### src/rtl/siso_shift_ctrl.sv
// Full-duplex SISO frame sequencer: parallel word in, MSB-first serial out/in, captured word out.
// Optional build macro PARITY_EN appends an even-parity bit period and exposes par_err.
module siso_shift_ctrl #(
    parameter int WIDTH = 4,
    parameter int DIV   = 1
) (
    input  logic             clk,
    input  logic             rst_n,
    input  logic             in_valid,
    input  logic [WIDTH-1:0] in_data,
    output logic             in_ready,
    output logic             sout,
    input  logic             sin,
    output logic             bit_tick,
    output logic             busy,
    output logic             out_valid,
    output logic [WIDTH-1:0] out_data,
    input  logic             out_ready
`ifdef PARITY_EN
    ,
    output logic             par_err
`endif
);

    localparam int DIV_W = (DIV > 1) ? $clog2(DIV) : 1;
    localparam int BIT_W = $clog2(WIDTH + 1);
    localparam logic [DIV_W-1:0] DIV_LAST  = DIV_W'(DIV - 1);
    localparam logic [BIT_W-1:0] LAST_DATA = BIT_W'(WIDTH - 1);

    typedef enum logic {
        IDLE,
        SHIFT
    } state_t;

    state_t           state_q;
    logic [WIDTH-1:0] shreg_q;
    logic [WIDTH-1:0] shreg_d;
    logic [WIDTH-1:0] out_data_q;
    logic [BIT_W-1:0] bitcnt_q;
    logic [DIV_W-1:0] divcnt_q;
    logic             out_valid_q;
    logic             tick;
    logic             accept;
    logic             pop;

    assign busy      = (state_q == SHIFT);
    assign tick      = busy && (divcnt_q == DIV_LAST);
    assign bit_tick  = tick;
    // A pending unread word blocks the next frame unless it is popped this same cycle.
    assign in_ready  = !busy && (!out_valid_q || out_ready);
    assign accept    = in_valid && in_ready;
    assign pop       = out_valid_q && out_ready;
    assign shreg_d   = {shreg_q[WIDTH-2:0], sin};
    assign out_valid = out_valid_q;
    assign out_data  = out_data_q;

`ifdef PARITY_EN
    localparam logic [BIT_W-1:0] PAR_BIT = BIT_W'(WIDTH);

    logic par_q;
    logic par_err_q;
    logic parity_phase;

    assign parity_phase = (bitcnt_q == PAR_BIT);
    assign sout         = busy && (parity_phase ? par_q : shreg_q[WIDTH-1]);
    assign par_err      = par_err_q;
`else
    assign sout = busy && shreg_q[WIDTH-1];
`endif

    always_ff @(posedge clk or negedge rst_n) begin
        if (!rst_n) begin
            state_q     <= IDLE;
            shreg_q     <= '0;
            bitcnt_q    <= '0;
            divcnt_q    <= '0;
            out_data_q  <= '0;
            out_valid_q <= 1'b0;
`ifdef PARITY_EN
            par_q       <= 1'b0;
            par_err_q   <= 1'b0;
`endif
        end else begin
            if (pop) begin
                out_valid_q <= 1'b0;
`ifdef PARITY_EN
                par_err_q   <= 1'b0;
`endif
            end
            case (state_q)
                IDLE: begin
                    if (accept) begin
                        shreg_q  <= in_data;
                        bitcnt_q <= '0;
                        divcnt_q <= '0;
                        state_q  <= SHIFT;
`ifdef PARITY_EN
                        par_q    <= ^in_data;
`endif
                    end
                end
                SHIFT: begin
                    if (tick) begin
                        divcnt_q <= '0;
                        bitcnt_q <= bitcnt_q + BIT_W'(1);
`ifdef PARITY_EN
                        // Data bits only shift; the parity tick closes the frame.
                        if (parity_phase) begin
                            out_data_q  <= shreg_q;
                            par_err_q   <= (^shreg_q) ^ sin;
                            out_valid_q <= 1'b1;
                            state_q     <= IDLE;
                        end else begin
                            shreg_q <= shreg_d;
                        end
`else
                        shreg_q <= shreg_d;
                        if (bitcnt_q == LAST_DATA) begin
                            out_data_q  <= shreg_d;
                            out_valid_q <= 1'b1;
                            state_q     <= IDLE;
                        end
`endif
                    end else begin
                        divcnt_q <= divcnt_q + DIV_W'(1);
                    end
                end
                default: state_q <= IDLE;
            endcase
        end
    end

`ifndef PARITY_EN
    logic unused_last;
    assign unused_last = &{1'b0, LAST_DATA};
`endif

endmodule
### config.mk
export PLATFORM = sky130hd
export DESIGN_NAME = siso_shift_ctrl
export DESIGN_NICKNAME = d
export VERILOG_FILES = /design/src/rtl/siso_shift_ctrl.sv
export SDC_FILE = /design/constraint.sdc
export NUM_CORES = 1
export LEC_CHECK = 0
export BUFFER_PORTS_ARGS = -buffer_cell sky130_fd_sc_hd__buf_2
export CORE_UTILIZATION = 40
export DETAILED_ROUTE_END_ITERATION = 8
export HOLD_SLACK_MARGIN = 0.03
export SETUP_SLACK_MARGIN = 0.5
export SLEW_MARGIN = 10
export SYNTH_ARGS = -nofsm -noshare
export SYNTH_HDL_FRONTEND = slang
export SYNTH_SLANG_ARGS = --single-unit
### constraint.sdc
create_clock -name clk -period 1.5 [get_ports clk]
set_input_delay 0.225 -clock clk [delete_from_list [all_inputs] [get_ports clk]]
set_output_delay 0.225 -clock clk [all_outputs]
set_load 0.02 [all_outputs]
* After elaboration in Yosys (flattened, before gate mapping)
Index checks and enable logic that the tools add are counted.
** Word-level totals
- Flip-flop bits (word level) :: 14
- Bits of input ports :: 9
- Output and inout bits :: 9
- Logic and storage cells :: 40
** Cells by class
- Add/sub/neg operators :: 2
- Eq/ne operators :: 3
- Multiplexer cells :: 17
- Bitwise logic cells :: 2
- Reductions and logical operators :: 10
** Operator list (number)
- 1-bit two-way mux :: 9
- 4-bit two-way mux :: 2
- 4-bit case mux with 2 select lines :: 1
- 3-bit two-way mux :: 2
- 3-bit case mux with 2 select lines :: 1
- 1-bit logical AND :: 5
- 2-bit != test, second input constant :: 2
- 1-bit case mux with 2 select lines :: 2
- 3-bit by 1-bit adder with 3-bit output, second input constant :: 1
- 3-bit by 2-bit equality test with 1-bit output, second input constant :: 1
- 3-bit AND reduction :: 1
- 1-bit logical NOT :: 2
- 1-bit NOT :: 2
- 2-bit AND reduction :: 1
- 1-bit adder, second input constant :: 1
- 1-bit logical OR :: 1

* Longest topological paths before layout
Gate-level depths: netlist (run 1).
- Depth in word-level cells :: 6
- Depth in mapped cells :: 4
- Gate-level depth less buffers :: 4

* Worst setup path after synthesis (run 1)
Ideal clock, no wire load.
- Kind :: reg2reg
- Start point :: register state_q (netlist: busy)
- End point :: register shreg_q[0]
- Setup time :: 125 ps
- Arrival time :: 1350 ps
- Required time :: 1375 ps
- Path slack :: 25 ps
- Cell stages (with the launch flop) :: 5
- Buffers on the path :: 1
- Period minus slack after synthesis :: 1475 ps
- Path through :: dfrtp_1 -> buf_6 -> nor2b_4 -> a31o_4 -> mux2_4
** Between the ends
- Elaborated cells between the ends (all ways) :: 9
- Those cells by class :: eq/ne: 2; mux: 1; bitwise: 1; reduce/logical: 5
** RTL lines
- start, declared :: line 35 : state_t state_q;
- start signal, assigned :: line 73 : state_q <= IDLE;
- start signal, assigned :: line 96 : state_q <= SHIFT;
- start signal, assigned :: line 121 : state_q <= IDLE;
- 1-bit logical AND :: line 47 : assign tick = busy && (divcnt_q == DIV_LAST);
- via bit_tick :: line 14 : output logic bit_tick,
- 2-bit != test (no line)
- 2-bit AND reduction (no line)
- end signal, assigned :: line 93 : shreg_q <= in_data;
- end signal, assigned :: line 117 : shreg_q <= shreg_d;
- end, declared :: line 36 : logic [WIDTH-1:0] shreg_q;
The timed path passes the listed nets, and every way through them passes these cells.
A chain may end at the register's enable or synchronous reset.

* Worst setup path in the final report (run 1)
- Start point :: register state_q (netlist: busy)
- End point :: register out_data_q[0] (netlist: out_data[0])
** Between the ends
- Word-level cells in the longest chain between the ends :: 2
** RTL lines
- 1-bit logical AND :: line 47
- 3-bit AND reduction (no line) (*)
- end signal, assigned :: line 119 : out_data_q <= shreg_d;
- end, declared :: line 38 : logic [WIDTH-1:0] out_data_q;
Every way passes the cells marked *; elsewhere a longest branch is shown, timed or not.

==> results.toml, run 1 <==
[worst_setup_path]
endpoint_kind = "flip-flop"
start_kind = "flip-flop"
reg2regPathDepth = 4
critical_path_arrival_ns = 1.45
rrSetupSlack_ns = 0.21
crit_fanout = 6
cpMaxStageDelayCell = "dfrtp_2"
cp_slowest_stage_delay_ns = 0.42
cp_cell_sequence = "nor2b_4 -> buf_6 -> nand2_8 -> mux2_4"
r2r_start = "busy$_DFF_PN0_"
cp.required_ns = 1.66
r2r_end = "out_data[0]$_DFFE_PN0P_"
worstSetupPathType = "flip-flop to flip-flop"

[worst_hold_path]
hold_end = "out_data[0]$_DFFE_PN0P_"
hold_depth = 2
min_from = "sin"
hold_class = "input port to flip-flop"

[synth]
avgSynthCellArea_sq_um = 14.4
synth_compound_area_share_pct = 8.15
synth_mux_area_share_pct = 22.2
synth_cell_types = 22
synth_xor_area_share_pct = 0
ys_ff_latch = 14
synth_top_family_by_area = "multiplexers"
synth_warnings = 0
seq_area_frac_synth_pct = 51.9
yosys.area_share.simple_pct = 11.3
synth_area_sq_um = 676
synthCells = 47
synth_fa_ha_area_share_pct = 3.70
syn_nets = 58

[floorplan]
io_pins = 18
fp.dieArea_sq_um = 1860
rows = 14
die_w_um = 43.1
fp.dieH_um = 43.1
core-area_sq_um = 1540
start_util_pct = 43.8

[job]
cap_viol_max_count = 0

[cts]
clock_sinks = 14
insertion_delay_ns = 0.27
cts_buffers = 3
root_buffer = "clkbuf_4"
htree_num_levels = 1
clock_path_buffers = 2
clk_pin_slew_ns = 0.09
cts_tree = "done"

[timing]
timing.fmax_ghz = 0.777
finalCriticalPeriod_ns = 1.29
setup_violations = 0
worst_pin_slew_ns = 0.316
hold_viol = 0
timing.final.crit_share_pct = 85.8
fin_setup_tns_ns = 0
slew_viol_final = 0
relSlewSlack_pct = 79.0
grt_setup_unrepaired = "true"
fin_skew_ns = 0.00492

[grt]
grtUsageTotal_pct = 16.8
antenna_found_initial = 0
grt_pass1_wl_mm = 2.30
grt-ovfl-total = 0
grt_pass1_vias = 507
grt_max_degree = 15

[placement]
numPortBuffers = 17
post_dp_cell_area_sq_um = 776
place_congestion = 0.765
hpwlAfterDp_um = 845

[cells_and_area]
final_cell_area_sq_um = 1060
n_antenna_cell = 0
area_delta_synth_final_pct = 56.9
final_util_pct = 68.8
drive_gt1_share_pct = 74.1
layout.nets = 93

[power]
p_per_area_nw_per_um2 = 2380
ir_drop_mv = 1.18
leakagePower_nw = 0.549
p_total_mw = 2.53

[detailed_routing]
drtPass1Iterations = 4
via_per_inst = 5.22
wl_per_cell_um = 15.2
drc = 0
via_count = 506
drt_iter0_drc = 8
antenna_left = 0
drt-total-wl_mm = 1.48

[status]
status = "complete, no violations"
[kinds of logic after synthesis]
logic type / count (synthesis)
DFF: 14
AOI/OAI and AO/OA: 6
muxes: 12
adders and majority gates: 2
and+or+nand+nor: 10
buffers and inverters: 3
[final cells by class]
class	instances	area, sq um
inverter	2	10.0
multi-input combinational	30	388
tap	16	20.0
sequential	14	352
clock buffer	4	36.3
timing repair buffer	31	254
fill	106	482
[worst max path at each step]
stage	start	end	slack (ns)	cells after the start
5_1_grt	busy$_DFF_PN0_	bit_tick	0.19	2
3_5_place_dp	bitcnt_q[0]$_DFFE_PN0P_	out_data[0]$_DFFE_PN0P_	0.15	4
3_3_place_gp	bitcnt_q[0]$_DFFE_PN0P_	out_data[1]$_DFFE_PN0P_	0.14	4
2_1_floorplan	busy$_DFF_PN0_	shreg_q[0]$_DFFE_PN0P_	0.08	4
6_report	busy$_DFF_PN0_	out_data[0]$_DFFE_PN0P_	0.21	4
4_1_cts	busy$_DFF_PN0_	out_data[0]$_DFFE_PN0P_	0.21	4
[layer usage]
metal	track usage, %	up-vias	share of wire [%]
li1	-	236	-
met2	26.3	13	50
met4	7.27	0	0.27
met5	0	-	0
met3	2.98	2	3.7
met1	22.6	255	46
[placed cells by master, fill, tap and decap left out, drive strengths merged]
cell / count
clkbuf: 4
nor2b: 1
nor3b: 1
ha: 2
mux2: 12
nor3: 1
or3: 1
and2: 2
a22o: 1
nand2: 2
a21o: 2
dfrtp: 14
buf: 30
inv: 2
o21ai: 1
and3: 1
a31oi: 1
a31o: 1
nand2b: 1
dlygate4sd3: 1
[repair_timing]
item	CTS	global route
pin swaps	2	2
gates resized for setup	31	6
hold buffers	1	0
setup buffers	9	4
endpoints found under the setup margin	23	23
endpoints found under the hold margin	14	0
[state kept, by name, summed over array words and instances, names as in the netlist]
signal,flops
bitcnt_q,3
out_valid,1
busy,1
out_data,4
divcnt_q,1
shreg_q,4
[Yosys cell counts]
master	n	area share (%)
nor3b_1	1	1.1
mux2_2	8	13
mux2_4	4	8.9
ha_1	2	3.7
dfrtp_1	14	52
buf_6	1	1.7
nand2_4	1	1.7
and2_1	1	0.93
a21o_2	1	1.3
a31oi_1	1	0.93
nand2b_2	1	1.3
nor3_1	1	0.74
and2_2	1	1.1
a31o_4	1	2.6
a22o_2	1	1.5
or3_1	1	0.93
inv_1	2	1.1
and3_1	1	0.93
o21ai_0	1	0.74
a21o_1	1	1.1
nor2b_4	1	2.0
nand2_1	1	0.56
[metrics by stage]
stage,worst slack [ns],cells,hold slack (ns)
2_1_floorplan,0.0827,47,-0.0706
3_3_place_gp,0.141,79,0.136
3_5_place_dp,0.148,79,0.138
4_1_cts,0.213,93,0.193
5_1_grt,0.186,97,0.186
6_report,0.213,97,0.200
[worst max-delay path: cells and delay by family (launching register included)]
| family | cells | cell delay [ns] |
|---|---|---|
| flip-flops | 1 | 0.42 |
| buffers and inverters | 1 | 0.16 |
| multiplexers | 1 | 0.30 |
| AND/OR/NAND/NOR | 2 | 0.30 |
[where the power goes]
group	switching (mW)	total, mW	internal, mW
clock	0.122	0.270	0.147
combinational	0.608	1.55	0.942
sequential	0.142	0.706	0.564
total	0.873	2.53	1.65
(Power assumes the default switching activity.)
==> run 2: changes to the inputs <==
--- a/config.mk
+++ b/config.mk
@@ -7,6 +7,7 @@
 export LEC_CHECK = 0
 export BUFFER_PORTS_ARGS = -buffer_cell sky130_fd_sc_hd__buf_2
 export CORE_UTILIZATION = 40
+export CTS_BUF_LIST = sky130_fd_sc_hd__clkbuf_16
 export DETAILED_ROUTE_END_ITERATION = 8
 export HOLD_SLACK_MARGIN = 0.03
 export SETUP_SLACK_MARGIN = 0.5
==> results.toml, run 2 (synthesized netlist as in run 1, its figures left out) <==
[grt]
busiest_layer = "met2"
grt_use_met1_pct = 23.8
grt_pass1_vias = 499
grt_max_degree = 15
antenna_found_initial = 0
grt-ovfl-total = 0
met3_usage_pct = 4.26
grt_pass1_wl_mm = 2.46
grtUsageTotal_pct = 18.5
grt_util_met2_pct = 28.7

[job]
cap_viol_max_count = 0

[detailed_routing]
wl_per_cell_um = 15.6
drt-total-wl_mm = 1.46
drtPass1Iterations = 1
via_count = 483
drt_iter0_drc = 0
antenna_left = 0
drc = 0
via_per_inst = 5.14

[cells_and_area]
layout_commonest_cell = "dfrtp_1"
layout.nets = 90
area_delta_synth_final_pct = 54.4
n_antenna_cell = 0
regArea_sq_um = 352
drive_gt1_share_pct = 73.1
layout_common_cells = "13 x dfrtp_1, 9 x buf_2, 9 x buf_6, 9 x buf_4"
fillers = 110
multi_input_area_sq_um = 359
final_util_pct = 67.7

[worst_setup_path]
reg2regPathDepth = 4
rrSetupSlack_ns = 0.21
cpMostUsedCell = "buf_6"
worstSetupPathType = "flip-flop to primary output"
cpMaxStageDelayCell = "dfrtp_2"
cp_slowest_stage_delay_ns = 0.45
critPathBufInv = 3
crit_fanout = 6
critical_path_arrival_ns = 1.07
crit_cells = 3
cp_cell_sequence = "buf_4 -> buf_6 -> buf_6"
cp.required_ns = 1.27
start_kind = "flip-flop"
endpoint_kind = "primary output"
critical-path-top-delay-family = "flip-flops"

[timing]
slew_viol_final = 0
worst_pin_slew_ns = 0.314
hold_viol = 0
setup_violations = 0
finalCriticalPeriod_ns = 1.30
relSlewSlack_pct = 79.1
fin_skew_ns = 0.00451
timing.fmax_ghz = 0.771
grt_setup_unrepaired = "true"
timing.final.crit_share_pct = 86.5
fin_setup_tns_ns = 0

[power]
ir_drop_mv = 1.42
p_per_area_nw_per_um2 = 2540
leakagePower_nw = 0.517
p_clk_share_pct = 19.2
swShare_pct = 33.2
power.share.sequential_pct = 27.0
combPwrFrac_pct = 53.8
intPower_mw = 1.77
p_switching_mw = 0.880

[cts]
clock_path_buffers = 2
insertion_delay_ns = 0.24
root_buffer = "clkbuf_16"
clk_pin_slew_ns = 0.05
cts_buffers = 3
clock_sinks = 14
cts_tree = "done"
htree_num_levels = 1

[placement]
numPortBuffers = 17
place_congestion = 0.765
hpwlAfterDp_um = 845

[floorplan]
io_pins = 18
core-area_sq_um = 1540
fp.dieArea_sq_um = 1860
rows = 14
die_w_um = 43.1
start_util_pct = 43.8
fp.dieH_um = 43.1

[status]
status = "complete, no violations"

[worst_hold_path]
hold_depth = 2
hold_class = "input port to flip-flop"
## run 2: path summary, 6_finish.rpt
kind,start,end
min reg2reg,out_data[3]$_DFFE_PN0P_,out_data[3]$_DFFE_PN0P_
min in group asynchronous,rst_n,shreg_q[1]$_DFFE_PN0P_
max,busy$_DFF_PN0_,busy
max reg2reg,bitcnt_q[0]$_DFFE_PN0P_,out_data[3]$_DFFE_PN0P_
max in group asynchronous,rst_n,busy$_DFF_PN0_
min,sin,out_data[0]$_DFFE_PN0P_
## run 2: repair_timing
action / 4_1_cts / 5_1_grt
hold endpoints to repair: 14 / 0
buffers inserted: 5 / 5
hold buffers: 1 / 0
pin swaps: 2 / 3
gates resized for setup: 18 / 11
endpoints found under the setup margin: 20 / 23
## run 2: layout make-up
| type | count | area share, % |
|---|---|---|
| tap | 16 | 1.92 |
| sequential | 14 | 33.7 |
| multi-input combinational | 30 | 34.4 |
| timing repair buffer | 28 | 21.5 |
| inverter | 2 | 0.959 |
| clock buffer | 3 | 7.19 |
| clock inverter | 1 | 0.360 |
## run 2: stage by stage
stage	cell area, sq um	instances	hold WS (ns)	total power [mW]	worst slack, ns
after global placement	776	79	0.136	1.64	0.141
final	1040	94	0.234	2.65	0.203
after detailed placement	776	79	0.138	1.65	0.148
after CTS	967	89	0.237	2.44	0.219
after global routing	1040	94	0.242	2.80	0.160
after floorplan	682	47	-0.0706	1.44	0.0827
## run 2: per-layer routing
metal,wire length [um],vias up
li1,-,228
met3,58,5
met5,0,-
met1,636,236
met2,737,14
met4,31,0
## run 2: power by group through the flow
stage / sequential (mW) / clock (mW) / combinational [mW]
global route: 0.743 / 0.533 / 1.52
finish: 0.716 / 0.507 / 1.43
global placement: 0.697 / 0 / 0.941
CTS: 0.700 / 0.514 / 1.23
floorplan: 0.757 / 0 / 0.679
detailed placement: 0.702 / 0 / 0.943
